===== config.mk =====
export PLATFORM = sky130hd
export DESIGN_NAME = ps2_rx_flat
export DESIGN_NICKNAME = d
export VERILOG_FILES = /design/src/rtl/ps2_rx_if.sv /design/src/rtl/ps2_rx.sv /design/src/flat_wrapper.sv
export SDC_FILE = /design/constraint.sdc
export NUM_CORES = 1
export LEC_CHECK = 0
export ABC_CLOCK_PERIOD_IN_PS = 4810
export CAP_MARGIN = 20
export CORE_ASPECT_RATIO = 1.2
export CORE_MARGIN = 2
export CORE_UTILIZATION = 60
export DETAILED_ROUTE_END_ITERATION = 10
export GPL_TIMING_DRIVEN = 0
export PLACE_DENSITY = 0.85
export SKIP_CTS_REPAIR_TIMING = 1
export SLEW_MARGIN = 20
export SYNTH_ARGS = -nofsm -noshare
export SYNTH_HDL_FRONTEND = slang
export SYNTH_SLANG_ARGS = --single-unit

===== constraint.sdc =====
create_clock -name clk -period 4.81 [get_ports clk]
set_input_delay 0.481 -clock clk [delete_from_list [all_inputs] [get_ports clk]]
set_output_delay 0.481 -clock clk [all_outputs]
set_load 0.01 [all_outputs]

===== src/rtl/ps2_rx_if.sv =====
// Received-byte stream from ps2_rx towards its consumer (ps2_mouse).
interface ps2_rx_if;
  logic [7:0] byte_out;
  logic       byte_valid;
  logic       frame_err;
  logic       busy;

  modport master (output byte_out, output byte_valid, output frame_err, output busy);
  modport slave  (input  byte_out, input  byte_valid, input  frame_err, input  busy);
endinterface


===== src/rtl/ps2_rx.sv =====
// PS/2 device-to-host receiver: synchronizes and glitch-filters the raw lines,
// then deserializes start/8 data/odd parity/stop frames with a stall watchdog.
module ps2_rx #(
  parameter int unsigned FILTER_LEN = 8,
  parameter int unsigned TIMEOUT    = 20000
) (
  input  logic     clk,
  input  logic     rst,
  input  logic     MOUSE_CLOCK,
  input  logic     MOUSE_DATA,
  input  logic     inhibit,
  ps2_rx_if.master rx
);

  localparam int unsigned FW = $clog2(FILTER_LEN + 1);
  localparam int unsigned WW = $clog2(TIMEOUT + 1);

  typedef enum logic [1:0] {IDLE, DATA, PARITY, STOP} state_t;

  // Bit 0 carries the clock line, bit 1 the data line.
  logic [1:0]    raw;
  logic [1:0]    sync1_q, sync2_q, filt_q;
  logic [FW-1:0] fcnt_q [2];
  logic          clk_prev_q;
  logic          fall;
  logic          dat;

  assign raw  = {MOUSE_DATA, MOUSE_CLOCK};
  assign fall = clk_prev_q & ~filt_q[0];
  assign dat  = filt_q[1];

  always_ff @(posedge clk or negedge rst) begin
    if (!rst) begin
      sync1_q    <= '1;
      sync2_q    <= '1;
      filt_q     <= '1;
      fcnt_q[0]  <= '0;
      fcnt_q[1]  <= '0;
      clk_prev_q <= 1'b1;
    end else begin
      sync1_q    <= raw;
      sync2_q    <= sync1_q;
      clk_prev_q <= filt_q[0];
      // Filtered line follows only after FILTER_LEN consecutive disagreeing samples.
      for (int unsigned i = 0; i < 2; i++) begin
        if (sync2_q[i] == filt_q[i]) begin
          fcnt_q[i] <= '0;
        end else if (fcnt_q[i] == FW'(FILTER_LEN - 1)) begin
          filt_q[i] <= sync2_q[i];
          fcnt_q[i] <= '0;
        end else begin
          fcnt_q[i] <= fcnt_q[i] + 1'b1;
        end
      end
    end
  end

  state_t        state_q;
  logic [2:0]    bitcnt_q;
  logic [7:0]    shift_q;
  logic          par_q;
  logic [WW-1:0] wdog_q;
  logic [7:0]    byte_q;
  logic          valid_q;
  logic          err_q;
  logic          busy_q;

  always_ff @(posedge clk or negedge rst) begin
    if (!rst) begin
      state_q  <= IDLE;
      bitcnt_q <= '0;
      shift_q  <= '0;
      par_q    <= 1'b0;
      wdog_q   <= '0;
      byte_q   <= '0;
      valid_q  <= 1'b0;
      err_q    <= 1'b0;
      busy_q   <= 1'b0;
    end else begin
      valid_q <= 1'b0;
      err_q   <= 1'b0;
      if (inhibit) begin
        state_q  <= IDLE;
        busy_q   <= 1'b0;
        wdog_q   <= '0;
        bitcnt_q <= '0;
      end else if (fall) begin
        wdog_q <= '0;
        case (state_q)
          IDLE: begin
            if (!dat) begin
              state_q  <= DATA;
              bitcnt_q <= '0;
              busy_q   <= 1'b1;
            end
          end
          DATA: begin
            shift_q  <= {dat, shift_q[7:1]};
            bitcnt_q <= bitcnt_q + 3'd1;
            if (bitcnt_q == 3'd7) state_q <= PARITY;
          end
          PARITY: begin
            par_q   <= dat;
            state_q <= STOP;
          end
          STOP: begin
            if ((^shift_q ^ par_q) && dat) begin
              byte_q  <= shift_q;
              valid_q <= 1'b1;
            end else begin
              err_q <= 1'b1;
            end
            state_q <= IDLE;
            busy_q  <= 1'b0;
          end
          default: state_q <= IDLE;
        endcase
      end else if (state_q != IDLE) begin
        if (wdog_q == WW'(TIMEOUT - 1)) begin
          err_q   <= 1'b1;
          state_q <= IDLE;
          busy_q  <= 1'b0;
          wdog_q  <= '0;
        end else begin
          wdog_q <= wdog_q + 1'b1;
        end
      end
    end
  end

  assign rx.byte_out   = byte_q;
  assign rx.byte_valid = valid_q;
  assign rx.frame_err  = err_q;
  assign rx.busy       = busy_q;

endmodule


===== src/flat_wrapper.sv =====
// flat-port wrapper written by rule: the top's interface ports become plain ports
module ps2_rx_flat 
#(
  parameter int unsigned FILTER_LEN = 8,
  parameter int unsigned TIMEOUT    = 20000
)
  (clk, rst, MOUSE_CLOCK, MOUSE_DATA, inhibit, rx_byte_out, rx_byte_valid, rx_frame_err, rx_busy);
  ps2_rx_if rx_i ();
  input  logic clk;
  input  logic rst;
  input  logic MOUSE_CLOCK;
  input  logic MOUSE_DATA;
  input  logic inhibit;
  output wire logic [$bits(rx_i.byte_out)-1:0] rx_byte_out;
  output wire logic [$bits(rx_i.byte_valid)-1:0] rx_byte_valid;
  output wire logic [$bits(rx_i.frame_err)-1:0] rx_frame_err;
  output wire logic [$bits(rx_i.busy)-1:0] rx_busy;
  assign rx_byte_out = rx_i.byte_out;
  assign rx_byte_valid = rx_i.byte_valid;
  assign rx_frame_err = rx_i.frame_err;
  assign rx_busy = rx_i.busy;
  ps2_rx #(.FILTER_LEN(FILTER_LEN), .TIMEOUT(TIMEOUT)) u_core (.clk(clk), .rst(rst), .MOUSE_CLOCK(MOUSE_CLOCK), .MOUSE_DATA(MOUSE_DATA), .inhibit(inhibit), .rx(rx_i));
endmodule

### Word level (Yosys, flattened, before mapping)

Cells that the tools add are included.

* output and inout bits: 11
* bits in registers: 55
* input port bits: 5
* word-level logic and storage cells: 90

* bitwise logic cells: 6
* eq/ne operators: 13
* reductions and logical operators: 16
* mux-type cells: 35
* $add $sub $neg: 4

Operators by type and width (count)
* $mux W15: 4
* $mux W4: 4
* $add A15 B1 Y15 const B: 1
* $eq A15 B15 Y1 const B: 1
* $mux W1: 15
* $mux W2: 6
* $ne A4 B4 Y1 const B: 3
* $reduce_and A4 Y1: 3
* $mux W3: 3
* $reduce_and A3 Y1: 3
* $reduce_bool A3 Y1: 3
* $add A4 B1 Y4 const B: 2
* $eq A4 B3 Y1 const B: 2
* $pmux W2 S4: 1
* $reduce_xor A8 Y1: 1
* $pmux W3 S2: 1
* $eq A2 B2 Y1 const B: 2
* $not A1 Y1: 4
* $reduce_and A2 Y1: 2
* $reduce_bool A2 Y1: 2
* $add A3 B1 Y3 const B: 1
* $eq A3 B3 Y1 const B: 1
* $ne A3 B3 Y1 const B: 1
* $eq A1 B1 Y1: 2
* 6 further kinds: 6

### Longest topological paths before layout

* depth in word-level cells: 7
* gate-level depth with buffers: 7
* mapped depth without buffers: 6

### Worst setup path before layout

No wires, ideal clock.

* path kind: input-to-reg
* from: input port inhibit
* to: register u_core.byte_q[0] (netlist: u_core.rx.byte_out[0])
* arrival time: 1935 ps
* setup time: 125 ps
* buffers on the path: 1
* cell stages on the path: 5
* setup slack: 2750 ps
* cell sequence: buf_2 > nor3b_1 > nand4_1 > mux2i_4 > mux2_2

* longest elaborated chain between the ends: 2

RTL lines
* from (decl): line flat_wrapper.sv:13 `input logic inhibit;`
* $not A1 Y1 (no line)
* $reduce_and A4 Y1 (no line)
* to (signal assigned): line ps2_rx.sv:108 `byte_q <= shift_q;`
* to (decl): line ps2_rx.sv:63 `logic [7:0] byte_q;`

Every way passes these cells.
A chain may end at the register's enable or synchronous reset.

### Worst setup path after layout

* from: register u_core.clk_prev_q
* to: register u_core.byte_q[1] (netlist: u_core.rx.byte_out[1])

* longest elaborated chain between the ends: 2

RTL lines
* from (decl): line ps2_rx.sv:24 `logic clk_prev_q;`
* from (signal assigned): line ps2_rx.sv:43 `clk_prev_q <= filt_q[0];`
* $and A1 B1 Y1: line ps2_rx.sv:29 `assign fall = clk_prev_q & ~filt_q[0];`
* $reduce_and A4 Y1 (no line)

Every way passes these cells.

==> insert_results.sql <==
INSERT INTO impl_metrics (metric_group, metric, value, unit) VALUES
('outcome', 'run_status', 'finished, final reports clean', ''),
('sta', 'worst_slew_margin_rel', '0.3708', ''),
('sta', 'setup_repair_after_global_routing_missed_its_margin', 'false', ''),
('cts', 'clk_path_buf_depth', '2', ''),
('global_routing', 'first_global_vias', '1784', ''),
('logic_synthesis', 'synth-async-reset-ratio', '1.000', ''),
('sta', 'worstMarginPinSlew', '0.9358', 'ns'),
('global_routing', 'initial_antenna_violation_count', '0', ''),
('logic_synthesis', 'synthesis.area_per_instance', '11.54', 'sq um'),
('critical_path', 'critPathSlowestCell', 'sky130_fd_sc_hd__nor3b_1', ''),
('critical_path', 'path_cells', 'nor3b_1 -> nand4_1 -> mux2i_4 -> mux2_2', ''),
('global_routing', 'pin_count_of_the_biggest_net_entering_global_routing', '56', ''),
('critical_path', 'cp_data_arrival_time', '2.46', 'ns'),
('critical_path', 'critical_path_required', '5.00', 'ns'),
('global_routing', 'grtUsageMet1', '0.2610', ''),
('floorplanning', 'initial_utilization', '0.6372', ''),
('critical_path', 'crit_path_kind', 'reg2reg', ''),
('logic_synthesis', 'synth.yosys.seq_area_share', '0.5429', ''),
('layout', 'diodes_inserted', '0', ''),
('sta', 'max_clock_freq', '440.0', 'MHz'),
('logic_synthesis', 'yosysWarnings', '0', ''),
('critical_path', 'critPathMaxStageDelay', '0.61', 'ns'),
('floorplanning', 'die_height', '75.43', 'um'),
('critical_path', 'rrSetupSlack', '2.54', 'ns'),
('sta', 'layout_worst_path_cycle_share', '0.4725', ''),
('pwr', 'total_power_of_the_final_layout', '1.000', 'mW'),
('cts', 'clock_tree_from_tritoncts', 'done', ''),
('critical_path', 'startpoint_type', 'flip-flop', ''),
('cts', 'insertion_delay', '0.30', 'ns'),
('placement', 'port-buffer-count', '14', ''),
('drt', 'route.final.wire_length', '4.208', 'mm'),
('global_routing', 'groute.layer.met3.usage', '0.04727', ''),
('drt', 'drt.antenna.violating_nets', '0', ''),
('layout', 'stdcell_area', '2848', 'sq um'),
('floorplanning', 'core_area', '4004', 'sq um'),
('logic_synthesis', 'synth-main-ff-cell', 'sky130_fd_sc_hd__dfrtp_1', ''),
('drt', 'vias_after_detailed_routing', '1712', ''),
('sta', 'number_of_setup_violations_in_the_final_report', '0', ''),
('cts', 'cts.sinks', '55', ''),
('critical_path', 'worst_r2r_endpoint', 'u_core.rx.byte_out[1]$_DFFE_PN0P_', ''),
('global_routing', 'grt_overflow', '0', ''),
('placement', 'post-dp-hpwl', '2.982', 'mm'),
('sta', 'finalHoldViolations', '0', ''),
('floorplanning', 'io-pin-count', '16', ''),
('drt', 'detailedRoute.firstIterationViolations', '153', ''),
('cts', 'cts_made_buffers', '5', ''),
('global_routing', 'grt_busiest_layer', 'met2', ''),
('logic_synthesis', 'synthCells', '221', ''),
('run', 'maximum_capacitance_violations', '0', ''),
('min_path', 'holdCritPathClass', 'in2async', ''),
('critical_path', 'worst_setup_path_end_kind', 'flip-flop', ''),
('sta', 'post-route-min-period', '2.273', 'ns'),
('layout', 'drive_above_1_share', '0.1481', ''),
('logic_synthesis', 'synth-edff-count', '0', ''),
('sta', 'fin_max_slew_vios', '0', ''),
('layout', 'num-nets-final', '256', ''),
('layout', 'filler_cell_count', '311', ''),
('layout', 'layout.cells.most_common_list', '48 x sky130_fd_sc_hd__dfrtp_1, 20 x sky130_fd_sc_hd__nand2_1, 17 x sky130_fd_sc_hd__mux2_2', ''),
('logic_synthesis', 'synth.ff_latch_count', '55', ''),
('sta', 'clock-skew-final', '0.01000', 'ns'),
('pwr', 'total_leakage_power', '1.237', 'nW'),
('global_routing', 'grt_first_pass_wirelength', '7.838', 'mm'),
('logic_synthesis', 'post_synth_num_cell_types', '42', ''),
('logic_synthesis', 'synth.cell_area', '2551', 'sq um'),
('cts', 'cts_root_buf', 'sky130_fd_sc_hd__clkbuf_8', ''),
('drt', 'via_per_instance_ratio', '5.764', ''),
('drt', 'total_iterations_of_the_first_detailed_routing_run', '4', ''),
('critical_path', 'worstPathMaxFanout', '9', ''),
('critical_path', 'worst_r2r_start', 'u_core.clk_prev_q$_DFF_PN1_', ''),
('sta', 'setup_tns', '0', 'ns'),
('cts', 'clkSlewWorstSetupHoldPaths', '0.09', 'ns');
[how the worst min path moves through the flow]
stage | startpoint | endpoint | slack [ns]
finish | rst | u_core.fcnt_q[6]$_DFF_PN0_ | 0.20
global route | rst | u_core.fcnt_q[6]$_DFF_PN0_ | 0.26
CTS | rst | u_core.rx.byte_out[7]$_DFFE_PN0P_ | 0.24
detailed placement | u_core.sync1_q[1]$_DFF_PN1_ | u_core.sync2_q[1]$_DFF_PN1_ | 0.35
global placement | u_core.sync1_q[1]$_DFF_PN1_ | u_core.sync2_q[1]$_DFF_PN1_ | 0.35
floorplan | rst | u_core.bitcnt_q[0]$_DFFE_PN0P_ | 0.19
[sequential cells by signal, summed over array words and instances, names as in the netlist, 2 cells and up]
register,count
u_core.fcnt_q,8
u_core.shift_q,8
u_core.rx.byte_out,8
u_core.sync1_q,2
u_core.bitcnt_q,3
u_core.filt_q,2
u_core.wdog_q,15
u_core.sync2_q,2
u_core.state_q,2
[stage by stage]
| step | utilization | worst slack, ns | hold WS (ns) | instances |
|---|---|---|---|---|
| 2_1_floorplan | - | 2.750 | 0.1854 | 221 |
| 3_5_place_dp | 0.6884 | 2.419 | 0.3472 | 289 |
| 3_3_place_gp | 0.6891 | 1.642 | 0.3478 | 289 |
| 5_1_grt | 0.7113 | 2.351 | 0.2632 | 297 |
| 6_report | 0.7113 | 2.537 | 0.1994 | 297 |
| 4_1_cts | 0.7113 | 2.517 | 0.2393 | 297 |
[cell type report]
class | instances | area, sq um | share of cell area
clock buffer | 7 | 86.33 | 0.03032
tap | 54 | 67.56 | 0.02373
buffer | 4 | 17.52 | 0.006151
inverter | 7 | 26.28 | 0.009227
sequential | 55 | 1385 | 0.4864
clock inverter | 1 | 5.005 | 0.001757
timing repair buffer | 14 | 137.6 | 0.04833
multi-input combinational | 155 | 1122 | 0.3941
[power breakdown]
part,total [mW],switching (mW),internal [mW]
registers,0.556,0.0414,0.515
logic,0.186,0.113,0.0728
clock network,0.257,0.141,0.116
total,1.00,0.296,0.704
[synth_stat cells (3+ instances only)]
library cell               number  share of area
sky130_fd_sc_hd__nor3_1         7          0.014
sky130_fd_sc_hd__o21ai_0       13          0.026
sky130_fd_sc_hd__a32o_1         3          0.012
sky130_fd_sc_hd__dfstp_2        7          0.072
sky130_fd_sc_hd__ha_1           9          0.044
sky130_fd_sc_hd__nand3_1        5         0.0098
sky130_fd_sc_hd__o31ai_1        3         0.0088
sky130_fd_sc_hd__mux2_2        17          0.075
sky130_fd_sc_hd__a21oi_1       12          0.024
sky130_fd_sc_hd__nand2_1       20          0.029
sky130_fd_sc_hd__inv_1          7          0.010
sky130_fd_sc_hd__dfrtp_1       48           0.47
sky130_fd_sc_hd__nand4_1        5          0.012
sky130_fd_sc_hd__nand2b_1       3         0.0074
sky130_fd_sc_hd__or3_1          9          0.022
sky130_fd_sc_hd__xnor2_1        9          0.031
sky130_fd_sc_hd__nor2_1         9          0.013
sky130_fd_sc_hd__nor2b_1        3         0.0074
sky130_fd_sc_hd__a31oi_1        3         0.0074
[cell families (layout without fill, tap and decap cells)]
logic type,Yosys count,count (layout),synth area share
AOI/OAI and AO/OA,43,43,0.1059
xor gates and xnor gates,13,13,0.05591
adders and majority gates,9,9,0.04414
buffers and inverters,11,33,0.01717
DFF,55,55,0.5429
muxes,18,18,0.08386
and+or+nand+nor,72,72,0.1501
[critical path: cells and delay by family (launching register included)]
family	cells	cell delay (ns)
AND/OR/NAND/NOR	2	0.86
multiplexers	2	0.75
flip-flops	1	0.56
[metal layers]
metal	up-vias	routed length, um
met4	0	39
met3	4	151
met1	838	1889
li1	841	-
met2	29	2127
met5	-	0
No activity file was read; power rests on OpenSTA's default activity.
